$ cat src/rtl/scroll_text_7seg_pkg.sv
// Shared types and active-low 7-segment font for the scrolling text driver.
// Segment order is bit0=a .. bit6=g; a 0 lights the segment.
package scroll_text_7seg_pkg;

  typedef enum logic {IDLE, SCROLL} state_t;

  localparam logic [6:0] SEG_BLANK = 7'h7F;

  localparam logic [0:9][6:0] FONT_DIGIT = {
    7'h40, 7'h79, 7'h24, 7'h30, 7'h19, 7'h12, 7'h02, 7'h78, 7'h00, 7'h10
  };

  // Letters A..Z; lowercase shares these glyphs.
  localparam logic [0:25][6:0] FONT_ALPHA = {
    7'h08, 7'h03, 7'h46, 7'h21, 7'h06, 7'h0E, 7'h42, 7'h09, 7'h79, 7'h61,
    7'h0A, 7'h47, 7'h2A, 7'h2B, 7'h40, 7'h0C, 7'h18, 7'h2F, 7'h12, 7'h07,
    7'h41, 7'h63, 7'h15, 7'h36, 7'h11, 7'h24
  };

endpackage

$ cat src/rtl/seg_font_decode.sv
// Combinational ASCII to active-low 7-segment glyph; unmapped codes are blank.
module seg_font_decode
  import scroll_text_7seg_pkg::*;
(
  input  logic [7:0] ch,
  output logic [6:0] seg
);

  logic [4:0] alpha_idx;

  always_comb begin
    seg       = SEG_BLANK;
    alpha_idx = ch[4:0] - 5'd1;
    if (ch[7:4] == 4'h3 && ch[3:0] <= 4'd9) begin
      seg = FONT_DIGIT[ch[3:0]];
    end else if ((ch[7:5] == 3'b010 || ch[7:5] == 3'b011) &&
                 ch[4:0] >= 5'd1 && ch[4:0] <= 5'd26) begin
      seg = FONT_ALPHA[alpha_idx];
    end
  end

endmodule

$ cat src/rtl/scroll_text_7seg.sv
// Scrolling message driver for NUM_DIGITS active-low 7-segment digits.
// Define SCROLL_LOOP_EN to repeat passes continuously instead of a single pass.
module scroll_text_7seg
  import scroll_text_7seg_pkg::*;
#(
  parameter int NUM_DIGITS = 5,
  parameter int MSG_DEPTH  = 16,
  parameter int SCROLL_DIV = 25000000
) (
  input  logic                    Clock,
  input  logic                    Resetn,
  input  logic [7:0]              WrChar,
  input  logic                    WrValid,
  output logic                    WrReady,
  input  logic                    Clear,
  input  logic                    Start,
  input  logic                    Stop,
  output logic                    Busy,
  output logic                    Done,
  output logic [NUM_DIGITS*7-1:0] HexSeg
);

  localparam int LW = $clog2(MSG_DEPTH + 1);
  localparam int AW = (MSG_DEPTH > 1) ? $clog2(MSG_DEPTH) : 1;
  localparam int PW = $clog2(MSG_DEPTH + 2 * NUM_DIGITS + 1);
  localparam int JW = PW + 1;
  localparam int DW = $clog2(SCROLL_DIV);
  localparam logic [LW-1:0] DEPTH_L  = LW'(MSG_DEPTH);
  localparam logic [DW-1:0] DIV_LAST = DW'(SCROLL_DIV - 1);

  state_t          state, state_next;
  logic [LW-1:0]   len, len_next;
  logic [PW-1:0]   pos, pos_next;
  logic [PW-1:0]   end_pos;
  logic [DW-1:0]   div, div_next;
  logic            write_en;
  logic            show;
  logic [7:0]      msg_buf [MSG_DEPTH];
  logic [NUM_DIGITS*7-1:0] dig_flat;

  assign WrReady  = (state == IDLE) && !Clear && (len < DEPTH_L);
  assign write_en = WrValid && WrReady;
  assign Busy     = (state == SCROLL);
  assign end_pos  = PW'(len) + PW'(NUM_DIGITS);

  always_comb begin
    state_next = state;
    len_next   = len;
    pos_next   = pos;
    div_next   = div;
    Done       = 1'b0;
    case (state)
      IDLE: begin
        if (Clear) begin
          len_next = '0;
        end else if (write_en) begin
          len_next = len + LW'(1);
        end
        // Start looks at the post-write length so a same-cycle character is included.
        if (Start && len_next != '0) begin
          state_next = SCROLL;
          pos_next   = '0;
          div_next   = '0;
        end
      end
      SCROLL: begin
        if (Stop) begin
          state_next = IDLE;
          pos_next   = '0;
          div_next   = '0;
        end else if (div == DIV_LAST) begin
          div_next = '0;
          if (pos + PW'(1) == end_pos) begin
            Done = 1'b1;
`ifdef SCROLL_LOOP_EN
            pos_next = '0;
`else
            state_next = IDLE;
            pos_next   = '0;
`endif
          end else begin
            pos_next = pos + PW'(1);
          end
        end else begin
          div_next = div + DW'(1);
        end
      end
      default: state_next = IDLE;
    endcase
  end

  // Display is blanked on the cycle that leaves SCROLL so IDLE never shows stale text.
  assign show = (state == SCROLL) && (state_next == SCROLL);

  always_ff @(posedge Clock) begin
    if (!Resetn) begin
      state  <= IDLE;
      len    <= '0;
      pos    <= '0;
      div    <= '0;
      HexSeg <= {NUM_DIGITS{SEG_BLANK}};
    end else begin
      state  <= state_next;
      len    <= len_next;
      pos    <= pos_next;
      div    <= div_next;
      HexSeg <= show ? dig_flat : {NUM_DIGITS{SEG_BLANK}};
    end
  end

  always_ff @(posedge Clock) begin
    if (write_en) begin
      msg_buf[len[AW-1:0]] <= WrChar;
    end
  end

  // Stream position j: NUM_DIGITS leading blanks, then the message, then trailing blanks.
  for (genvar k = 0; k < NUM_DIGITS; k++) begin : g_digit
    logic [JW-1:0] j;
    logic [AW-1:0] rel;
    logic [7:0]    ch;
    logic [6:0]    seg;

    always_comb begin
      j   = JW'(pos) + JW'(NUM_DIGITS - 1 - k);
      rel = AW'(j - JW'(NUM_DIGITS));
      ch  = 8'h20;
      if (j >= JW'(NUM_DIGITS) && j < JW'(NUM_DIGITS) + JW'(len)) begin
        ch = msg_buf[rel];
      end
    end

    seg_font_decode u_decode (
      .ch  (ch),
      .seg (seg)
    );

    assign dig_flat[7*k +: 7] = seg;
  end

endmodule

$ cat config.mk
export PLATFORM = sky130hd
export DESIGN_NAME = scroll_text_7seg
export DESIGN_NICKNAME = d
export VERILOG_FILES = /design/src/rtl/scroll_text_7seg_pkg.sv /design/src/rtl/seg_font_decode.sv /design/src/rtl/scroll_text_7seg.sv
export SDC_FILE = /design/constraint.sdc
export NUM_CORES = 1
export LEC_CHECK = 0
export ABC_AREA = 0
export ABC_CLOCK_PERIOD_IN_PS = 17500
export BUFFER_PORTS_ARGS = -buffer_cell sky130_fd_sc_hd__buf_2
export CORE_MARGIN = 1
export CORE_UTILIZATION = 55
export CTS_CLUSTER_DIAMETER = 40
export DETAILED_ROUTE_END_ITERATION = 6
export MAX_ROUTING_LAYER = met4
export PLACE_DENSITY_LB_ADDON = 0.15
export SLEW_MARGIN = 10
export SYNTH_ARGS = -nofsm -noshare
export SYNTH_HDL_FRONTEND = slang
export SYNTH_HIERARCHICAL = 1
export SYNTH_SLANG_ARGS = --single-unit
$ cat constraint.sdc
create_clock -name Clock -period 17.5 [get_ports Clock]
set_clock_uncertainty 0.1 [all_clocks]
set_input_delay 1.75 -clock Clock [delete_from_list [all_inputs] [get_ports Clock]]
set_output_delay 1.75 -clock Clock [all_outputs]
set_load 0.05 [all_outputs]
# --- Word level (Yosys, flattened, before mapping) ---
# Memories as Yosys holds them, arrays and structs flattened.
# Index checks and enable logic that the tools add are counted.
totals:
  regBits: 71
  ramBits: 128
  mem_bits_ro: 1680
  out_inout_bits: 38
  memories: 11
classes:
  addsub: 19
  magnitude_cmp: 36
  eq_ne: 19
  muxes: 58
  n_bitwise: 11
  reduce_logical: 34
mem_list:
  columns: ["memory", "words", "word_bits", "read_ports", "rd_ports_with_merged_regs", "write_ports", "line_no", "text"]
  rows:
  - ["(no name shown)", 32, 7, 1, 0, 0, "seg_font_decode.sv:18", "seg = FONT_ALPHA[alpha_idx];"]
  - ["(no name shown)", 32, 7, 1, 0, 0, "seg_font_decode.sv:18", null]
  - ["(no name shown)", 32, 7, 1, 0, 0, "seg_font_decode.sv:18", null]
  - ["(no name shown)", 32, 7, 1, 0, 0, "seg_font_decode.sv:18", null]
  - ["(no name shown)", 32, 7, 1, 0, 0, "seg_font_decode.sv:18", null]
  - ["msg_buf", 16, 8, 5, 0, 1, "scroll_text_7seg.sv:38", "logic [7:0] msg_buf [MSG_DEPTH];"]
  - ["+5 memories", null, null, null, null, null, null, null]
ops:
  columns: ["cell", "count"]
  rows:
  - ["$mux W7", 30]
  - ["$mux W25", 3]
  - ["$pmux W25 S2", 1]
  - ["$mux W8", 5]
  - ["$mux W5", 7]
  - ["$eq A3 B2 Y1 const B", 10]
  - ["$ge A6 B6 Y1 const B", 5]
  - ["$not A5 Y6", 5]
  - ["$add A25 B1 Y25 const B", 1]
  - ["$eq A25 B25 Y1 const B", 1]
  - ["$ge A5 B1 Y1 const B", 5]
  - ["$ge A5 B5 Y1 const B", 5]
  - ["$le A5 B5 Y1 const B", 5]
  - ["$logic_and A1 B1 Y1", 25]
  - ["$not A4 Y5", 5]
  - ["$sub A5 B1 Y5 const B", 5]
  - ["$ge A6 B3 Y1 const B", 4]
  - ["$lt A6 B6 Y1", 4]
  - ["$eq A4 B2 Y1 const B", 5]
  - ["$le A4 B4 Y1 const B", 5]
  - ["$sub A4 B3 Y4 const B", 5]
  - ["$add A5 B2 Y6 const B", 2]
  - ["$add A5 B1 Y5 const B", 2]
  - ["$mux W1", 10]
  - ["17 further kinds", 22]

# --- Depth between registers and ports, before layout ---
depth:
  ltp_word: 13
  ltp_mapped: 26
  ltp_nobuf: 20

# --- Hierarchy ---
# The synthesis kept the hierarchy.
by_module_without_submodules:
  columns: ["module", "n_inst", "cells_each", "area_each_um2", "seq_area_each_um2"]
  rows:
  - ["scroll_text_7seg", 1, 1047, 12408.2, 5265.0]
  - ["seg_font_decode", 5, 113, 802.0, 0.0]

# --- Least setup slack after synthesis ---
# No wires, ideal clock.
synth_path:
  kind: "reg-to-reg"
  from: "reg pos[0]"
  to: "reg HexSeg[10]"
  t_arrival_ns: 6.192
  t_required_ns: 17.273
  setup_slack_ns: 11.082
  path_stages_with_launch: 26
  n_path_buf: 7
  cell_sequence: "dfxtp_1 buf_2 inv_2 buf_1 ha_1 xor2_4 inv_4 buf_6 clkbuf_1 ha_1 nand2_1 nor2_1 a2111oi_0 o21ai_0 buf_2 a221o_1 nor2_1 clkbuf_1 inv_1 ha_1 ha_1 clkbuf_1 nor3_1 a2111oi_1 a211oi_2 nand2b_1"
synth_via:
  elab_chain_cells: 11
  word_cells_on_any_way: 36
  cone_classes: "4 x add/sub; 5 x order compare; 4 x eq/ne; 11 x mux; 2 x bitwise; 7 x reduce/logical; 3 x memory"
synth_rtl:
  columns: ["element", "line_no", "text"]
  rows:
  - ["start: declaration", "scroll_text_7seg.sv:33", "logic [PW-1:0] pos, pos_next;"]
  - ["start signal: assignment", "scroll_text_7seg.sv:105", "pos <= pos_next;"]
  - ["$add A5 B2 Y6 (*)", "scroll_text_7seg.sv:125", "j = JW'(pos) + JW'(NUM_DIGITS - 1 - k);"]
  - ["$sub A4 B3 Y4, or another cell as far along", "scroll_text_7seg.sv:126", "rel = AW'(j - JW'(NUM_DIGITS));"]
  - ["$mem_v2 Z16 W8 or $logic_and A1 B1 Y1 (tied branches)", null, null]
  - ["$mux W8 (*)", "scroll_text_7seg.sv:128", "if (j >= JW'(NUM_DIGITS) && j < JW'(NUM_DIGITS) + JW'(len)) begin"]
  - ["named net g_digit[1].ch[0]", "scroll_text_7seg.sv:121", "logic [7:0] ch;"]
  - ["$sub A5 B1 Y5", "seg_font_decode.sv:13", "alpha_idx = ch[4:0] - 5'd1;"]
  - ["$not A5 Y6 (implied by the code)", "seg_font_decode.sv:18", null]
  - ["$mem_v2 Z32 W7", null, null]
  - ["$mux W7 (implied by the code) (2 in a row)", "seg_font_decode.sv:18", null]
  - ["$mux W7", "seg_font_decode.sv:16", "end else if ((ch[7:5] == 3'b010 || ch[7:5] == 3'b011) &&"]
  - ["$mux W7 (*)", "seg_font_decode.sv:14", "if (ch[7:4] == 4'h3 && ch[3:0] <= 4'd9) begin"]
  - ["named net g_digit[1].seg[3]", "scroll_text_7seg.sv:122", "logic [6:0] seg;"]
  - ["end signal: assignment", "scroll_text_7seg.sv:101", "HexSeg <= {NUM_DIGITS{SEG_BLANK}};"]
  - ["end signal: assignment", "scroll_text_7seg.sv:107", "HexSeg <= show ? dig_flat : {NUM_DIGITS{SEG_BLANK}};"]
  - ["end: declaration", "scroll_text_7seg.sv:20", "output logic [NUM_DIGITS*7-1:0] HexSeg"]
# Mark *: on every way through the listed nets, which the timed path passes. The rest lies on a longest branch. The select of a mux whose other input is x is not followed.
# A chain may end at the register's enable or synchronous reset.

# --- Worst setup path in the final report ---
layout_path:
  from: "reg pos[1]"
  to: "reg HexSeg[13]"
# Same word-level chain as after synthesis.

==> metrics.cfg <==
[run_status]
outcome=finished, final reports clean

[drt]
via_per_inst=6.71
drc=0
dr.pass1.iters=5
first_iter_violations=1861
drt-total-wl_mm=44.8
vias=13400
post_drt_wl_per_cell_um=22.4
ant_nets=0

[logic_synthesis]
synth_seq_cells=199
synthCells=1612
synth_edf_count=128
ys_warn_count=6
ys.flop_type=edfxtp_1
mappedNetlistArea_um2=16400
synth_fp_nets=1725
async_flop_share=0
synth-seq-area-share=0.321
synth_cell_types=81
syn_avg_cell_area_um2=10.2

[die]
fp.dieArea_um2=30500
die_height_um=175
core_um2=29000
ioPinCount=52
fp-row-count=62
die-width_um=175
initial_core_util=0.566

[timing]
drv_slew=0
worst_pin_slew_ps=1130
rsz0062_at_grt=no
maxSlewHeadroom=0.246
fmax_mhz=146
fin_crit_sh=0.391
finalCriticalPeriod_ps=6850
hold_viol=0
setup_viol=0
tns_ps=0

[clock_tree]
clock_latency_ps=460
cts_setup_buffers=0
cts_buffers=17
post_cts_resized=0
clk_pin_slew_ps=80
cts_hold_buf=0
htreeDepth=4
cts_tree=done
clock-sinks=199
ctsRootBufferMaster=clkbuf_16
cts_max_path_buffers=2

[layout]
synthToLayoutAreaGrowth_pct=6.87
nFillCells=2442
drive_above_1_share=0.184
utilization=0.605
final_cells=1998
fin_nets=1713

[critical_path]
critical_path_arrival_ps=7090
crit_path_max_fanout=47
cp.required_ps=17740
endpoint_kind=flop
cp-start-kind=flop
path_class=flop to flop

[placement]
dp_hpwl_mm=32.5
place.gp.congestion=0.962
placed_cells=1965
port_buffers=51

[pwr]
p_clk_frac=0.438
power_frac_comb=0.024
seqPwrFrac=0.538
leakage_uw=0.00606
peakVddDrop_v=0.0000888
switching_share=0.237
switchingPower_uw=221
powerDensity_nw_per_um2=53.2
p_int_uw=712

[global_routing]
overflow=0
grt_pass1_vias=12300
antenna_found_initial=0
grt_max_degree=64
grt_first_pass_wirelength_mm=71.7
grtUsageTotal=0.309

[run]
maxCapViolations=0

[hold_path]
worstHoldPathType=flop to flop

[Yosys cell counts (42+ instances only)]
master	number	area [um^2]
nand2_1	95	357
edfxtp_1	128	3840
a21oi_1	98	490
a211oi_1	42	315
mux4_2	94	2120
dfxtp_1	71	1420
nand2b_1	56	350
mux2i_1	100	1000
ha_1	99	1240
o21ai_0	98	490
nor2_1	113	424
clkbuf_1	65	244
[area by class of cell]
class	count	area [um^2]	share of cell area
well taps	384	480	0.0274
clock inverters	14	176	0.0101
inverters	43	164	0.00934
flip-flops and latches	199	5270	0.300
diodes	1	2.50	0.000143
repair buffers	84	503	0.0287
multi-input cells	1255	10500	0.600
clock buffers	18	429	0.0245
[kinds of logic after synthesis]
family,share of synthesized area
muxes,0.200
buffers and inverters,0.0433
adders and majority gates,0.0754
xor gates and xnor gates,0.0220
and+or+nand+nor,0.161
DFF,0.321
AOI/OAI and AO/OA,0.178
[sequential cells by signal (all words and copies together) (netlist names)]
| name | cells |
|---|---|
| div | 25 |
| HexSeg | 35 |
| Busy | 1 |
| pos | 5 |
| msg_buf | 128 |
| len | 5 |
[stage by stage]
step / total power [uW] / hold WS (ps) / setup WS, ps / cell area, um^2
final: 933 / 364 / 10650 / 17500
after global routing: 964 / 405 / 10230 / 17500
after CTS: 941 / 359 / 10760 / 17500
after detailed placement: 535 / 347 / 10790 / 16900
after global placement: 534 / 339 / 11010 / 16900
after floorplan: 524 / 323 / 11080 / 16400
[placed cells by master, fill, tap and decap left out, types with 8 or more instances in the layout]
cell type / netlist / routed
a31oi_1: 25 / 25
nand2_1: 95 / 95
clkbuf_16: 0 / 17
nand3b_1: 11 / 11
a21o_1: 18 / 18
o32ai_1: 13 / 13
inv_1: 38 / 38
or3_1: 8 / 8
and2_1: 13 / 13
o211ai_1: 11 / 11
nor2_1: 113 / 113
and3_1: 23 / 23
mux4_2: 94 / 94
a21boi_0: 10 / 10
o21bai_1: 17 / 17
buf_2: 28 / 51
nand2b_1: 56 / 56
nor2b_1: 38 / 38
xnor2_1: 19 / 14
a211oi_1: 42 / 38
a31o_2: 8 / 8
nor3b_1: 11 / 11
xor2_1: 11 / 11
a32oi_1: 10 / 10
edfxtp_1: 128 / 128
nand3_1: 23 / 23
mux2i_1: 100 / 100
a221o_1: 10 / 10
a211oi_2: 5 / 9
nor3_1: 32 / 30
ha_1: 99 / 98
o22ai_1: 8 / 8
a311oi_1: 11 / 11
buf_4: 7 / 33
o21ai_0: 98 / 98
dfxtp_1: 71 / 70
mux2_2: 14 / 14
a21oi_1: 98 / 98
[power groups by stage]
stage	clock (uW)	combinational (uW)	sequential [uW]
after floorplan	0	12.1	512
after global placement	0	21.6	512
after detailed placement	0	22.0	513
after CTS	417	22.1	502
after global routing	438	24.2	502
final	409	22.2	502
[metal layers]
layer  global-route usage  routed length [um]
met4               0.0851                 876
met3               0.0457                3640
met2                0.449               20000
met1                0.449               20300
met5                    -                   0
[worst max-delay path, stage by stage, from the launching register on]
cell,delay (ps)
dfxtp_1,500
inv_1,230
ha_4,670
buf_4,650
inv_2,270
ha_1,360
a21oi_1,140
nor2_1,60
a2111oi_0,340
o21ai_0,150
buf_4,190
nor2_1,690
inv_1,250
ha_1,370
ha_1,530
or3b_2,540
a311oi_1,300
o32ai_1,140
nand2b_1,170
[final timing paths]
path / start / endpoint / slack [ps] / cells past startpoint
min reg2reg: div[24] / div[24] / 360 / 1
max reg2reg: pos[1] / HexSeg[13] / 10650 / 18
max: pos[1] / HexSeg[13] / 10650 / 18
min: div[24] / div[24] / 360 / 1
Power figures use the tool's default switching activity.
